### config.mk
export PLATFORM = sky130hd
export DESIGN_NAME = mux4_1
export DESIGN_NICKNAME = d
export VERILOG_FILES = /design/src/rtl/mux4_1.sv
export SDC_FILE = /design/constraint.sdc
export NUM_CORES = 1
export LEC_CHECK = 0
export BUFFER_PORTS_ARGS = -buffer_cell sky130_fd_sc_hd__buf_2
export CAP_MARGIN = 20
export CORE_AREA = 2 2 39 41
export CTS_CLUSTER_DIAMETER = 150
export DETAILED_ROUTE_END_ITERATION = 8
export DIE_AREA = 0 0 41 43
export PLACE_DENSITY = 0.44
export SETUP_SLACK_MARGIN = 0.4
export SLEW_MARGIN = 20
export SYNTH_ARGS = -nofsm -noshare
export SYNTH_HDL_FRONTEND = slang
export SYNTH_SLANG_ARGS = --single-unit
### constraint.sdc
create_clock -name clk -period 1 [get_ports clk]
set_input_delay 0 -clock clk [delete_from_list [all_inputs] [get_ports clk]]
set_output_delay 0 -clock clk [all_outputs]
set_load 0.05 [all_outputs]
### src/rtl/mux4_1.sv
// 4-to-1 selector, WIDTH bits per input: combinational output plus a registered
// copy with a load-valid flag and a select-change pulse.

module mux4_1_lane (
    input  logic       a,
    input  logic       b,
    input  logic       c,
    input  logic       d,
    input  logic [1:0] s,
    output logic       y
);
    // Unknown select falls to the default branch and drives 0.
    always_comb begin
        y = 1'b0;
        case (s)
            2'b00:   y = a;
            2'b01:   y = b;
            2'b10:   y = c;
            2'b11:   y = d;
            default: y = 1'b0;
        endcase
    end
endmodule

module mux4_1 #(
    parameter int               WIDTH   = 1,
    parameter logic [WIDTH-1:0] RST_VAL = '0
) (
    input  logic             clk,
    input  logic             rst,
    input  logic [WIDTH-1:0] a,
    input  logic [WIDTH-1:0] b,
    input  logic [WIDTH-1:0] c,
    input  logic [WIDTH-1:0] d,
    input  logic [1:0]       s,
    input  logic             en,
    output logic [WIDTH-1:0] out,
    output logic [WIDTH-1:0] out_q,
    output logic             valid_q,
    output logic             s_chg_q
);
    logic [1:0] last_s;

    for (genvar i = 0; i < WIDTH; i++) begin : g_lane
        mux4_1_lane u_lane (
            .a (a[i]),
            .b (b[i]),
            .c (c[i]),
            .d (d[i]),
            .s (s),
            .y (out[i])
        );
    end

    // The change pulse is gated by valid_q so the first load after reset never fires.
    always_ff @(posedge clk or posedge rst) begin
        if (rst) begin
            out_q   <= RST_VAL;
            valid_q <= 1'b0;
            s_chg_q <= 1'b0;
            last_s  <= 2'b00;
        end else if (en) begin
            out_q   <= out;
            valid_q <= 1'b1;
            last_s  <= s;
            s_chg_q <= valid_q && (s != last_s);
        end else begin
            s_chg_q <= 1'b0;
        end
    end
endmodule

Word level (Yosys, flattened, before mapping)
Cells that the tools add are included.
{ "classes": {"reduce_logical": 2, "eq_ne": 4, "mux": 2} }
{ "ops": {"columns": ["op", "count"], "rows": [
  ["$eq A2 B2 Y1 const B", 2],
  ["$pmux W1 S4", 1],
  ["$eq A2 B1 Y1 const B", 1],
  ["$logic_not A2 Y1", 1],
  ["$ne A2 B2 Y1", 1],
  ["$logic_and A1 B1 Y1", 1],
  ["$mux W1", 1]
]} }
{ "word_totals": {"out_inout_bits": 4, "reg_bits": 5, "elab_cells": 12} }

Logic depth before layout (Yosys ltp)
Gate-level depths: netlist (run 1).
{ "depth": {"word_depth": 3, "mapped_depth": 2, "depth_no_buf": 2} }

Hierarchy
Synthesis (run 1) repeated with hierarchy kept, for this count alone.
{ "hier_totals": {"hier_cells": 15, "hier_area_um2": 217.7} }
{ "by_module_without_submodules": {"columns": ["module", "cells_each", "area_each_um2", "instances"], "rows": [
  ["mux4_1", 14, 195.2, 1],
  ["mux4_1_lane", 1, 22.5, 1]
]} }

Least setup slack after synthesis (run 1)
OpenSTA, ideal clock, no wires.
{ "synth_timing": {"path_type": "reg-to-reg", "from": "register, netlist name valid_q", "to": "register valid_q", "t_arrival_ns": 0.884, "setup_time_ns": 0.127, "required_time_ns": 0.873, "path_stages_with_launch": 2, "period_less_slack_ns": 1.011, "slack_ns": -0.011, "n_path_buf": 0, "cell_sequence": "dfrtp_1 > or2_2"} }
{ "synth_rtl": {"columns": ["element", "line_no", "source"], "rows": [
  ["to (signal assigned)", "59", "valid_q <= 1'b0;"],
  ["to (signal assigned)", "64", "valid_q <= 1'b1;"],
  ["to (decl)", "39", "output logic valid_q,"]
]} }

Worst setup path after layout (run 1)
{ "layout_timing": {"from": "register valid_q", "to": "output valid_q"} }
No word-level cell between the ends.

==> results of run 1 <==
-- placed cells by master (no fill, tap or decap) --
cell,count
clkbuf_1,1
nand2_2,1
nand2b_1,2
mux2_4,1
inv_1,2
buf_2,7
buf_4,4
dfrtp_2,2
buf_12,1
o221ai_2,1
buf_6,4
clkbuf_4,3
dlygate4sd3_1,1
nand2_1,1
mux2i_4,3
o21ai_1,1
xnor2_2,1
xnor2_1,1
or2_4,1
dfrtp_1,3
a21oi_1,1
-- per-layer routing --
layer	up-vias	wire, um	track usage
li1	112	-	-
met1	106	203	0.115
met2	10	316	0.134
met3	2	26	0
met4	0	16	0.140
met5	-	0	0
-- area by class of cell --
type / count / area [um^2] / share of cell area
Sequential cell: 5 / 128 / 0.263
Inverter: 2 / 7.51 / 0.0155
Timing Repair Buffer: 17 / 140 / 0.289
Multi-Input combinational cell: 14 / 164 / 0.338
Tap cell: 16 / 20.0 / 0.0412
Clock buffer: 4 / 26.3 / 0.0541
-- repair_timing --
item	4_1_cts	5_1_grt
setup buffers	4	0
hold buffers	1	0
resized for setup	17	3
endpoints found under the hold margin	5	0
endpoints found under the setup margin	9	9
pin swaps	3	1
-- worst max-delay path by stage --
stage                              from                   to  slack [ps]
floorplan           valid_q$_DFFE_PP0P_  valid_q$_DFFE_PP0P_         130
global placement                   s[0]                  out         170
detailed placement                 s[0]                  out         170
CTS                 valid_q$_DFFE_PP0P_              valid_q         180
global route          out_q$_DFFE_PP0P_                out_q         160
finish              valid_q$_DFFE_PP0P_              valid_q         180
-- registers in the layout, indices dropped and copies added (netlist names) --
name and count:
s_chg_q 1, valid_q 1, out_q 1, last_s 2
-- power by group --
group | leakage (nW) | internal (mW) | total, mW | switching (mW)
Sequential | 0.0557 | 0.221 | 0.234 | 0.0127
Combinational | 0.147 | 0.104 | 0.208 | 0.104
Clock | 0.0150 | 0.152 | 0.245 | 0.0935
-- synthesized netlist by cell type, drive strengths merged --
library cell / number
a21oi: 1
o221ai: 1
mux2i: 3
mux2: 1
or2: 1
o21ai: 1
nand2b: 2
xnor2: 2
dfrtp: 5
inv: 2
nand2: 2
-- kinds of logic after synthesis --
logic type | after synthesis | synth area share
flops | 5 | 0.515
simple gates | 5 | 0.108
mux | 4 | 0.170
compound gates | 3 | 0.103
xor+xnor | 2 | 0.0722
buf+inv | 2 | 0.0309
-- per-stage QoR --
stage / instances / cell area (um^2) / hold slack, ps / worst slack, ps
after floorplan: 21 / 260 / -222 / 127
after global placement: 49 / 340 / -94.1 / 169
after detailed placement: 49 / 340 / -85.5 / 165
after CTS: 58 / 472 / 5.94 / 177
after global routing: 58 / 485 / 5.60 / 158
final: 58 / 485 / 3.86 / 184
==> summary by stage, run 1 <==
Logic synthesis
The share of synthesized area in the top cell type comes to 0.515. The synthesized area is 243 um^2. The net count of the mapped netlist is 30. For this run, the number of Yosys warnings is 0. The count of distinct cell types in the synthesized netlist is 11.

For this run, the register share of the synthesized area comes to 0.515. The mean area per synthesized cell is 11.6 um^2. The number of cells produced by synthesis is 21. Of all cell types, the one taking the most synthesized area is dfrtp_1. Counting flops and latches in the post-synthesis netlist gives 5. By area the synthesized netlist is led by dfrtp_1 52%, mux2i_1 12%, xnor2_1 7.2%.

Floorplan
From bottom edge to top edge, the die measures 43 um. For this design the top-level I/O count stands at 13. The initial utilization of the core area, before any placement, comes to 0.175. The full die area is 1760 um^2. The die extent in x is 41 um. The site row count is 14. The total area inside the core boundary comes to 1380 um^2.

Setup path
In this run the number of cells on the critical path is 1. The reg-to-reg critical path endpoint is last_s[0]$_DFFE_PP0P_. The register-to-register setup slack is approximately 210 ps.

The reg-to-reg startpoint is last_s[0]$_DFFE_PP0P_. The critical path start-end classification is reg -> out. The biggest fanout along the worst timing path is 3. In this design, the stage delay of the slowest critical-path cell is 410 ps.

The critical path goes through buf_6. STA classifies the critical path endpoint as an output pin. Grouping stages by cell kind, the critical path spends the most delay in flip-flops. The largest individual stage delay along the critical path comes from the cell dfrtp_2. The worst register-to-register path has a depth of 1. STA puts the critical path data arrival time at 820 ps. STA puts the critical path data required time at 1000 ps. STA classifies the critical path startpoint as a flip-flop.

The buffer and inverter count on the worst path is 1.

GRT
The total global routing track utilization is 0.100. The final global-route overflow total is 0. The via count of the first global-routing pass came to 287. The initial antenna violation count is 0. The wire length of the first global-routing pass is 1.10 mm. Entering global routing, the biggest net connects 8 pins.

Final layout
The antenna diode instance count is 0. For this run, the share of the core covered by cells in the final layout is 0.351. The filler cell count in the final layout is 160. In the final layout, the share of cells above drive strength 1 is 0.690.

The net count of the finished layout is 52. The synthesis-to-layout area growth is 100%.

STA
The max-slew headroom at the worst pin is 0.877. The final worst-path cycle share is 0.816. Setup repair after global routing could not meet its margin everywhere.

For the finished layout, the period the worst path requires is 816 ps. The hold violation total from the final report came to 0. The highest clock rate is 1230 MHz.

The count of pins over their slew limit is 0. The slew at the pin with the worst max-slew slack is ~180 ps. Setup violations remaining at the end of the flow were counted as 0.

Across the routed clock network, the largest skew measured is 3.00 ps. The final setup TNS is 0 ps.

Placed design
The final weighted congestion in routability-driven placement is between 0.7 and 0.8. Buffers placed on the I/O ports in this run total 12. Detailed placement ended at an HPWL of 423 um.

Clock tree
Counting the buffers created by CTS gives 3. The TritonCTS clock tree is yes. The longest clock path from root to sink contains 2 buffers. The number of H-tree levels is 1. Counting every sink on the clock net gives 5.

The master cell of the clock root buffer is clkbuf_4. The clock latency on the worst-skew pair is about 250 ps. After clock tree synthesis, the clock-pin slew on the worst setup and hold paths is 50 ps.

Hold path
In this run the worst hold path is classified as in -> reg. The depth of the worst hold-timing path is 2. The worst-case hold path end point is last_s[0]$_DFFE_PP0P_. The beginning of the worst hold path is s[0].

Outcome
The run finished with clean final reports.

Detailed routing
In the routed design, unresolved DRC markers number 0. The routed design has 562 um of wire. The detailed router finished its first iteration with 0 violations. The first-pass iteration count of the detailed router is 1. After detailed routing, the number of vias per cell comes to 3.97. Dividing the detail-routed wire length by the instance count gives 9.69 um. The via count of the routed design is 230. The detail route stage leaves a number of antenna-violating nets equal to 0.

Job
The count of max-cap constraint violations is 0.

Power
The leakage power figure is 0.217 nW. After layout, the design draws a total of 687 uW. Dividing total power by cell area gives a power density of 1410 nW/um^2. VDD sags by at most 0.370 mV.
(Power assumes the default switching activity.)
==> run 2, diff against run 1 <==
Settings changed: ABC_AREA from default to 1, PLACE_DENSITY 0.44 to 0.45.
Clock period 1 ns to 0.85 ns, I/O delays scaled along.
==> run 2 against run 1 <==
  * Via count rose by 11%
  * Combinational power is 6% higher
  * Area after synthesis increased by 1.5%
  * Largest cell class is now buffers
  * Critical path depth is the same
  * Sequential power increased by 16%
  * Sequential share of layout area increased by 1.5 points
  * Flip-flop and latch count stayed put
  * Count of clock-buffer cells in the layout did not move
  * Power up 11%
  * Die area did not move
  * First-iteration DRC count unchanged
==> summary by stage, run 2 <==
Final layout
The net count of the finished layout is 59 (+13%). The antenna diode instance count is 0 (unchanged). The fraction of final layout cells sized beyond drive strength 1 is 0.653 (-0.0374). The number of flip-flops in the largest register is 2 (unchanged).

The synthesis-to-layout area growth is 87.8%. In the layout the commonest cells are 6 x buf_2, 5 x nand2_1, 5 x buf_4, 4 x nand2_2. Leaving out fill and tap cells, the most frequent cell in the layout is buf_2. More flip-flops sit in one register than any other, and that register is last_s.

Clock tree
TritonCTS built the clock tree. The largest buffer count on any clock path is 2 (unchanged). The number of clock sinks was 5 (unchanged). The master cell of the clock root buffer is clkbuf_4.

The clock latency on the worst-skew pair is 240 ps (about the same). The number of buffers inserted during clock tree synthesis is 3 (unchanged). The clock slew seen by the registers of the worst setup and hold paths is 40 ps (about the same). The number of H-tree levels was 1 (unchanged).

GRT
The initial antenna violation count is 0 (unchanged). The via count of the first global-routing pass is 262 (-8.7%). The final global-route overflow total is 0 (unchanged).

The wire length of the first global-routing pass is 876 um (-21%). The pin count of the biggest net entering global routing is 6 (-2). The total global routing track utilization is 0.0785 (-0.0216).

Logic synthesis
Yosys attributes the largest share of cell area to dfrtp_1 51%, nand2_1 12%, nand3_2 8.1%. The biggest area contributor in the post-synthesis netlist is dfrtp_1. The most frequently used cell type in the post-synthesis netlist is nand2_1. The count of flip-flops with a built-in enable after synthesis is 0 (unchanged). The synthesized area was 246 um^2 (+1.5%). The flip-flop and latch count after synthesis is 5 (unchanged). The area fraction of the dominant cell type after synthesis is 0.508 (-0.00785). The most used flip-flop cell after synthesis is dfrtp_1. The net count of the mapped netlist is 37 (+23%). The count of distinct cell types in the synthesized netlist is 12 (+1). The number of cells produced by synthesis is 28 (+33%). The mean area per synthesized cell is 8.80 um^2 (-24%). In the synthesized netlist, the cells that appear most often are 8 x nand2_1, 5 x dfrtp_1, 3 x inv_1. The Yosys warning count is 0 (unchanged). The sequential cell area fraction in the yosys report is 0.508 (-0.00785).

The share of synthesized registers carrying an async set or reset is 1.00 (unchanged).

Power
The leakage power figure is 0.227 nW (+4.7%). The power per unit of standard cell area is 1650 nW/um^2 (+17%). The overall power of the completed layout came to 765 uW (+11%). The worst-case vdd ir drop was 0.448 mV (+21%).

Detailed routing
The remaining design rule violation count is 0 (unchanged). The total routed wire length on the met1 layer came to 239 um (+18%). The first-pass iteration count of the detailed router is 1 (unchanged). The routed length per instance is 8.49 um (-12%).

The wire length on met2 came to 264 um (-16%). The amount of wire on met3 after detailed routing is 48 um (+85%). The total detailed-routing wirelength came to 552 um (-1.8%).

The via count of the routed design is 255 (+11%). The detailed-route vias per instance is 3.92 (-1.1%). The violation count after the first detailed-route iteration came to 0 (unchanged).

The post-route antenna net violation count is 0 (unchanged). The highest routed metal layer is met3.

STA
Setup repair after global routing could not meet its margin everywhere. The count of pins over their slew limit is 0 (unchanged). The final critical delay including setup and external delays is roughly 800 ps. The number of setup violations in the final report is 0 (unchanged). The final worst-path cycle share is 0.945. The setup clock skew after layout is 1.87 ps (-1.13 ps). The slew at the pin with the worst max-slew slack is 200 ps (+19.8 ps). The hold violation total from the final report is 0 (unchanged).

The final setup TNS came to 0 ps (unchanged). The highest clock rate is between 1000 and 1500 MHz. The max-slew headroom at the worst pin is 0.867 (-0.0108).

Setup path
The critical path start-end classification is reg -> out. The slowest cell on the critical path is dfrtp_2. The kind of start point of the critical path is a flip-flop.

The stage delay of the slowest cell on the critical path is 410 ps (about the same). The worst path required time came to 850 ps (-150 ps). The biggest fanout along the worst timing path is 3 (unchanged). The category of cells accounting for the largest share of critical-path delay is flip-flops.

Walking the worst path, the cells encountered are buf_6. The buffer and inverter count on the worst path is 1 (unchanged). The worst setup path is captured at an output pin. The critical path arrival came to 800 ps (-20 ps).

Placed design
The final weighted congestion in routability-driven placement came to 0.672 (-6.1%). The count of input and output buffers is 12 (unchanged). The half-perimeter wire length after placement is 427 um (+0.92%).

Floorplan
The full die area is 1760 um^2 (unchanged). The count of boundary I/O pins is 13 (unchanged). The die extent in x is 41 um (unchanged). The initial standard-cell utilization of the core is 0.178 (+0.00271). The site row count came to 14 (unchanged).

The core outline area is 1380 um^2 (unchanged). The height of the die was 43 um (unchanged).

Outcome
The flow ran to the end, and the final reports show no timing, DRC or antenna violations.

Job
The count of max-cap constraint violations is 0 (unchanged).

Hold path
The kind of path behind the tightest hold check is in -> reg.
## run 2: repair_timing
item	in CTS	in global routing
hold endpoints to repair	5	0
cloned	0	0
hold buffers	1	0
setup endpoints to repair	9	9
pin swaps	2	2
gates resized for setup	18	4
buffers inserted	2	2
## run 2: area by class of cell
| class | instances | area (um^2) |
|---|---|---|
| Sequential cell | 5 | 129 |
| Tap cell | 16 | 20.0 |
| Clock buffer | 4 | 26.3 |
| Inverter | 4 | 22.5 |
| Fill cell | 165 | 921 |
| Timing Repair Buffer | 17 | 146 |
| Multi-Input combinational cell | 19 | 119 |
## run 2: final timing paths
kind | from | end | slack [ps] | cells past startpoint
worst min-delay path | s[0] | last_s[0]$_DFFE_PP0P_ | 9 | 3
min in group asynchronous | rst | last_s[1]$_DFFE_PP0P_ | 200 | 3
worst max-delay path | valid_q$_DFFE_PP0P_ | valid_q | 50 | 1
max in group asynchronous | rst | s_chg_q$_DFF_PP0_ | 460 | 3
worst min register to register | out_q$_DFFE_PP0P_ | out_q$_DFFE_PP0P_ | 490 | 2
worst max register to register | valid_q$_DFFE_PP0P_ | valid_q$_DFFE_PP0P_ | 100 | 1
## run 2: power by group
group / internal (mW) / total [mW] / switching (mW)
registers: 0.260 / 0.271 / 0.0113
logic: 0.105 / 0.220 / 0.115
clock network: 0.177 / 0.273 / 0.0958
## run 2: cells by family after synthesis
kind of cell / share of synthesized area
flops: 0.508
simple gates: 0.300
xor+xnor: 0.0711
buf+inv: 0.0609
compound gates: 0.0609
## run 2: tightest hold or removal path, delay by kind of cell
family | cells | cell delay (ps)
buffers and inverters | 2 | 160
AOI/OAI and AO/OA | 1 | 50
## run 2: metal layers
metal  global-route usage  vias up
li1                     -      130
met3               0.0314        0
met1               0.0777      115
met2                0.113       10
met4               0.0800        0
met5                    0        -
## run 2: metrics by stage
stage,instance area [um^2],hold slack [ps],utilization,instances,setup slack [ps]
after global routing,463,6.87,0.335,65,16.9
final,463,8.91,0.335,65,46.6
after floorplan,254,-222,-,28,-22.7
after global placement,334,-94.5,0.241,56,126
after detailed placement,334,-89.7,0.241,56,115
after CTS,435,8.14,0.315,63,31.0
==> run 3, diff against run 2 <==
--- a/config.mk
+++ b/config.mk
@@ -10,2 +10,4 @@
 export CAP_MARGIN = 20
+export CELL_PAD_IN_SITES_DETAIL_PLACEMENT = 0
+export CELL_PAD_IN_SITES_GLOBAL_PLACEMENT = 1
 export CORE_AREA = 2 2 39 41
@@ -14,3 +16,3 @@
 export DIE_AREA = 0 0 41 43
-export PLACE_DENSITY = 0.45
+export PLACE_DENSITY = 0.61
 export SETUP_SLACK_MARGIN = 0.4
@@ -19,2 +21,3 @@
 export SYNTH_HDL_FRONTEND = slang
+export SYNTH_HIERARCHICAL = 1
 export SYNTH_SLANG_ARGS = --single-unit
==> constraint.sdc (replaced) <==
create_clock -name clk -period 0.85 [get_ports clk]
set_input_delay 0.255 -clock clk [delete_from_list [all_inputs] [get_ports clk]]
set_output_delay 0.255 -clock clk [all_outputs]
set_load 0.05 [all_outputs]
==> run 3 against run 2 <==
  * The flow now finishes with violations (negative hold slack, negative setup slack)
  * Combinational power rose by 20%
  * Synthesized cell count rose by 39%
  * Clock power rose by 2%
  * Non-clock buffer count unchanged
  * Via count increased by 15%
  * Global-route usage up 0.87 points
  * Setup slack got worse by 250 ps
  * Final area up 21%
  * Flip-flop and latch count unchanged
  * Die area stayed put
  * Critical path type unchanged
  * Largest cell class unchanged
  * Largest power group unchanged
==> summary by stage, run 3 <==
STA
The hold violation total from the final report came to 5 (+5). The final critical delay including setup and external delays was 1050 ps (+248 ps). The setup clock skew after layout was 3.02 ps (+1.15 ps). The count of pins over their slew limit was 0 (unchanged).

Setup repair after global routing could not meet its margin everywhere. The final worst-path cycle share is 1.24 (+0.292). The max-slew headroom at the worst pin came to 0.874 (+0.00715). The highest clock rate was 951 MHz (-24%). The hold slack is -104 ps (-113 ps). The minimum setup slack in the final design was -202 ps (-248 ps). The number of setup violations in the final report was 5 (+5). The slew at the pin with the worst max-slew slack is 189 ps (-10.7 ps).

Final layout
Compared with the post-synthesis result, the final layout area differs by 110%. The filler cell count in the final layout is 154 (-6.7%). The fraction of final layout cells sized beyond drive strength 1 is 0.683 (+0.0303). The most flop-heavy register is last_s. The number of flip-flops in the largest register is 2 (unchanged).

The number of standard cells in the layout, taps in and fillers out is 76 (+17%). The net count of the finished layout is 70 (+19%). The final cell utilization of the core is 0.405 (+0.0705). The top cell types in the final layout, fill and taps aside, are 9 x nand2_1, 7 x buf_6, 5 x inv_2.

Leaving out fill and tap cells, the most frequent cell in the layout is nand2_1. The antenna diode instance count is 0 (unchanged).

Detailed routing
The detailed-route vias per instance is 3.87 (-1.4%). The remaining design rule violation count was 0 (unchanged). The violation count after the first detailed-route iteration is 0 (unchanged). The routed length per instance was 7.37 um (-13%). The via count of the routed design is 294 (+15%). The total detailed-routing wirelength is 560 um (+1.4%). The post-route antenna net violation count is 0 (unchanged). The first-pass iteration count of the detailed router is 1 (unchanged).

Setup path
The biggest fanout along the worst timing path is 2 (-1). The category of cells accounting for the largest share of critical-path delay is flip-flops. The register-to-register setup slack is -10 ps (-110 ps). The stage delay of the slowest cell on the critical path is 400 ps (about the same). Traced cell by cell, the critical path runs through buf_6. The critical path endpoint category is an output pin. The number of cell instances on the worst register-to-register path came to 2 (+1). The critical path arrival is 800 ps (about the same). The reg-to-reg critical path endpoint is valid_q$_DFFE_PP0P_.

Following the worst setup path forward leads to its endpoint at out_q. The buffer and inverter count on the worst path is 1 (unchanged). The reg-to-reg startpoint is valid_q$_DFFE_PP0P_.

The slowest cell on the critical path is dfrtp_2. The critical path in this run is classified as reg -> out. The logic depth of the worst setup path including buffers is 1 (unchanged). The kind of start point of the critical path is a flip-flop. The worst path required time is 590 ps (-260 ps). The origin of the worst setup path is out_q$_DFFE_PP0P_.

Job
The count of max-cap constraint violations is 0 (unchanged).

GRT
The via count of the first global-routing pass is 257 (-1.9%). The pin count of the biggest net entering global routing came to 9 (+3). The wire length of the first global-routing pass is 986 um (+13%).

The initial antenna violation count is 0 (unchanged). The final global-route overflow total is 0 (unchanged). The total global routing track utilization was 0.0872 (+0.00870).

Power
The power per unit of standard cell area is 1450 nW/um^2 (-12%). The overall power of the completed layout is 812 uW (+6.2%). The leakage power figure is 0.298 nW (+31%). The worst-case vdd ir drop is 0.300 mV (-33%).

Logic synthesis
By instance count, the leading cell after synthesis is nand2_1. The count of distinct cell types in the synthesized netlist is 9 (-3). The flip-flop and latch count after synthesis is 5 (unchanged). Among all flip-flop cells after synthesis, the most frequent one is dfrtp_1. dfrtp_1 takes more of the synthesized area than any other cell. The net count of the mapped netlist came to 48 (+30%). The Yosys warning count is 6 (+6). The sequential cell area fraction in the yosys report is 0.469 (-0.0381). After synthesis, the cell types taking the most area are dfrtp_1 47%, nand2_1 21%, inv_1 13%.

The mean area per synthesized cell is 6.83 um^2 (-22%). The synthesized area is 267 um^2 (+8.1%). The count of flip-flops with a built-in enable after synthesis is 0 (unchanged). The share of synthesized registers carrying an async set or reset is 1.00 (unchanged). The area fraction of the dominant cell type after synthesis is 0.469 (-0.0381). By count the netlist is led by 15 x nand2_1, 9 x inv_1, 5 x dfrtp_1, 3 x o21ai_0.

The number of cells produced by synthesis was 39 (+39%).

Floorplan
The die extent in x is 41 um (unchanged). The core outline area is 1380 um^2 (unchanged). The height of the die is 43 um (unchanged). The initial standard-cell utilization of the core came to 0.193 (+0.0145). The site row count is 14 (unchanged). The count of boundary I/O pins is 13 (unchanged). The full die area is 1760 um^2 (unchanged).

Clock tree
The number of H-tree levels came to 1 (unchanged). The clock slew seen by the registers of the worst setup and hold paths is 40 ps (about the same). The clock latency on the worst-skew pair is 250 ps (about the same).

The tree is rooted in a clkbuf_4. The number of clock sinks was 5 (unchanged). The largest buffer count on any clock path is 2 (unchanged). The TritonCTS clock tree is yes. The number of buffers inserted during clock tree synthesis is 3 (unchanged).

Outcome
The run finished, with violations left. The checks that failed: negative hold slack, negative setup slack.

Hold path
The kind of path behind the tightest hold check is in -> async.

Placed design
The final weighted congestion in routability-driven placement is 0.590 (-12%). The count of input and output buffers was 12 (unchanged). The number of placed instances with taps included is 71 (+27%).
-- run 3: cell count changes in the layout (fill, tap and decap cells not counted), sizes merged --
cell	before	now
nand2	9	15
o21ai	2	3
inv	4	11
clkinv	0	1
buf	16	17
xnor2	2	0
nand3	3	2
dlygate4sd3	1	0
and2	1	0
-- run 3: cell families after synthesis --
family | count (synthesis) | synth area share
AO/OA/AOI/OAI | 4 | 0.0892
AND/OR/NAND/NOR | 18 | 0.272
flip-flops | 5 | 0.469
buffers and inverters | 12 | 0.169
-- run 3: metrics by stage --
step	instance area (um^2)	setup TNS, ps	hold slack [ps]	setup slack, ps
5_1_grt	561	-878	-94.1	-239
4_1_cts	522	-777	-108	-218
2_1_floorplan	307	-2.73	33.3	-2.73
6_report	561	-733	-104	-202
3_3_place_gp	417	-457	158	-308
3_5_place_dp	417	-469	164	-312
-- run 3: per-layer routing --
layer / wire, um / global-route usage / share of wire / vias to the layer above
li1: - / - / - / 155
met1: 230 / 0.115 / 0.41 / 123
met2: 258 / 0.103 / 0.46 / 14
met3: 55 / 0 / 0.098 / 2
met4: 16 / 0.120 / 0.029 / 0
met5: 0 / 0 / 0 / -
-- run 3: cell type report --
type	instances	area [um^2]	area share
multi-input combinational	22	153	0.272
tap	16	20.0	0.0357
sequential	5	129	0.230
timing repair buffer	17	171	0.306
inverter	12	61.3	0.109
clock buffer	4	26.3	0.0469
-- run 3: timing repair --
action | 4_1_cts | 5_1_grt
pin swaps | 5 | 2
gates resized for setup | 23 | 10
setup endpoints to repair | 9 | 9
buffers inserted | 0 | 1
hold endpoints to repair | 5 | 5
-- run 3: worst min-delay path by stage --
stage | from | to | slack [ps] | cells past startpoint
after floorplan | rst | last_s[0]$_DFFE_PP0P_ | 30 | 1
after global placement | rst | last_s[1]$_DFFE_PP0P_ | 160 | 2
after detailed placement | rst | last_s[1]$_DFFE_PP0P_ | 160 | 2
after CTS | rst | last_s[1]$_DFFE_PP0P_ | -110 | 2
after global routing | rst | last_s[1]$_DFFE_PP0P_ | -90 | 2
final | rst | last_s[1]$_DFFE_PP0P_ | -100 | 2
-- run 3: report_power, final --
part           internal, mW  switching, mW  total (mW)
Clock                 0.178          0.101       0.279
Sequential            0.259         0.0115       0.271
Combinational         0.124          0.139       0.263
Total                 0.560          0.252       0.812
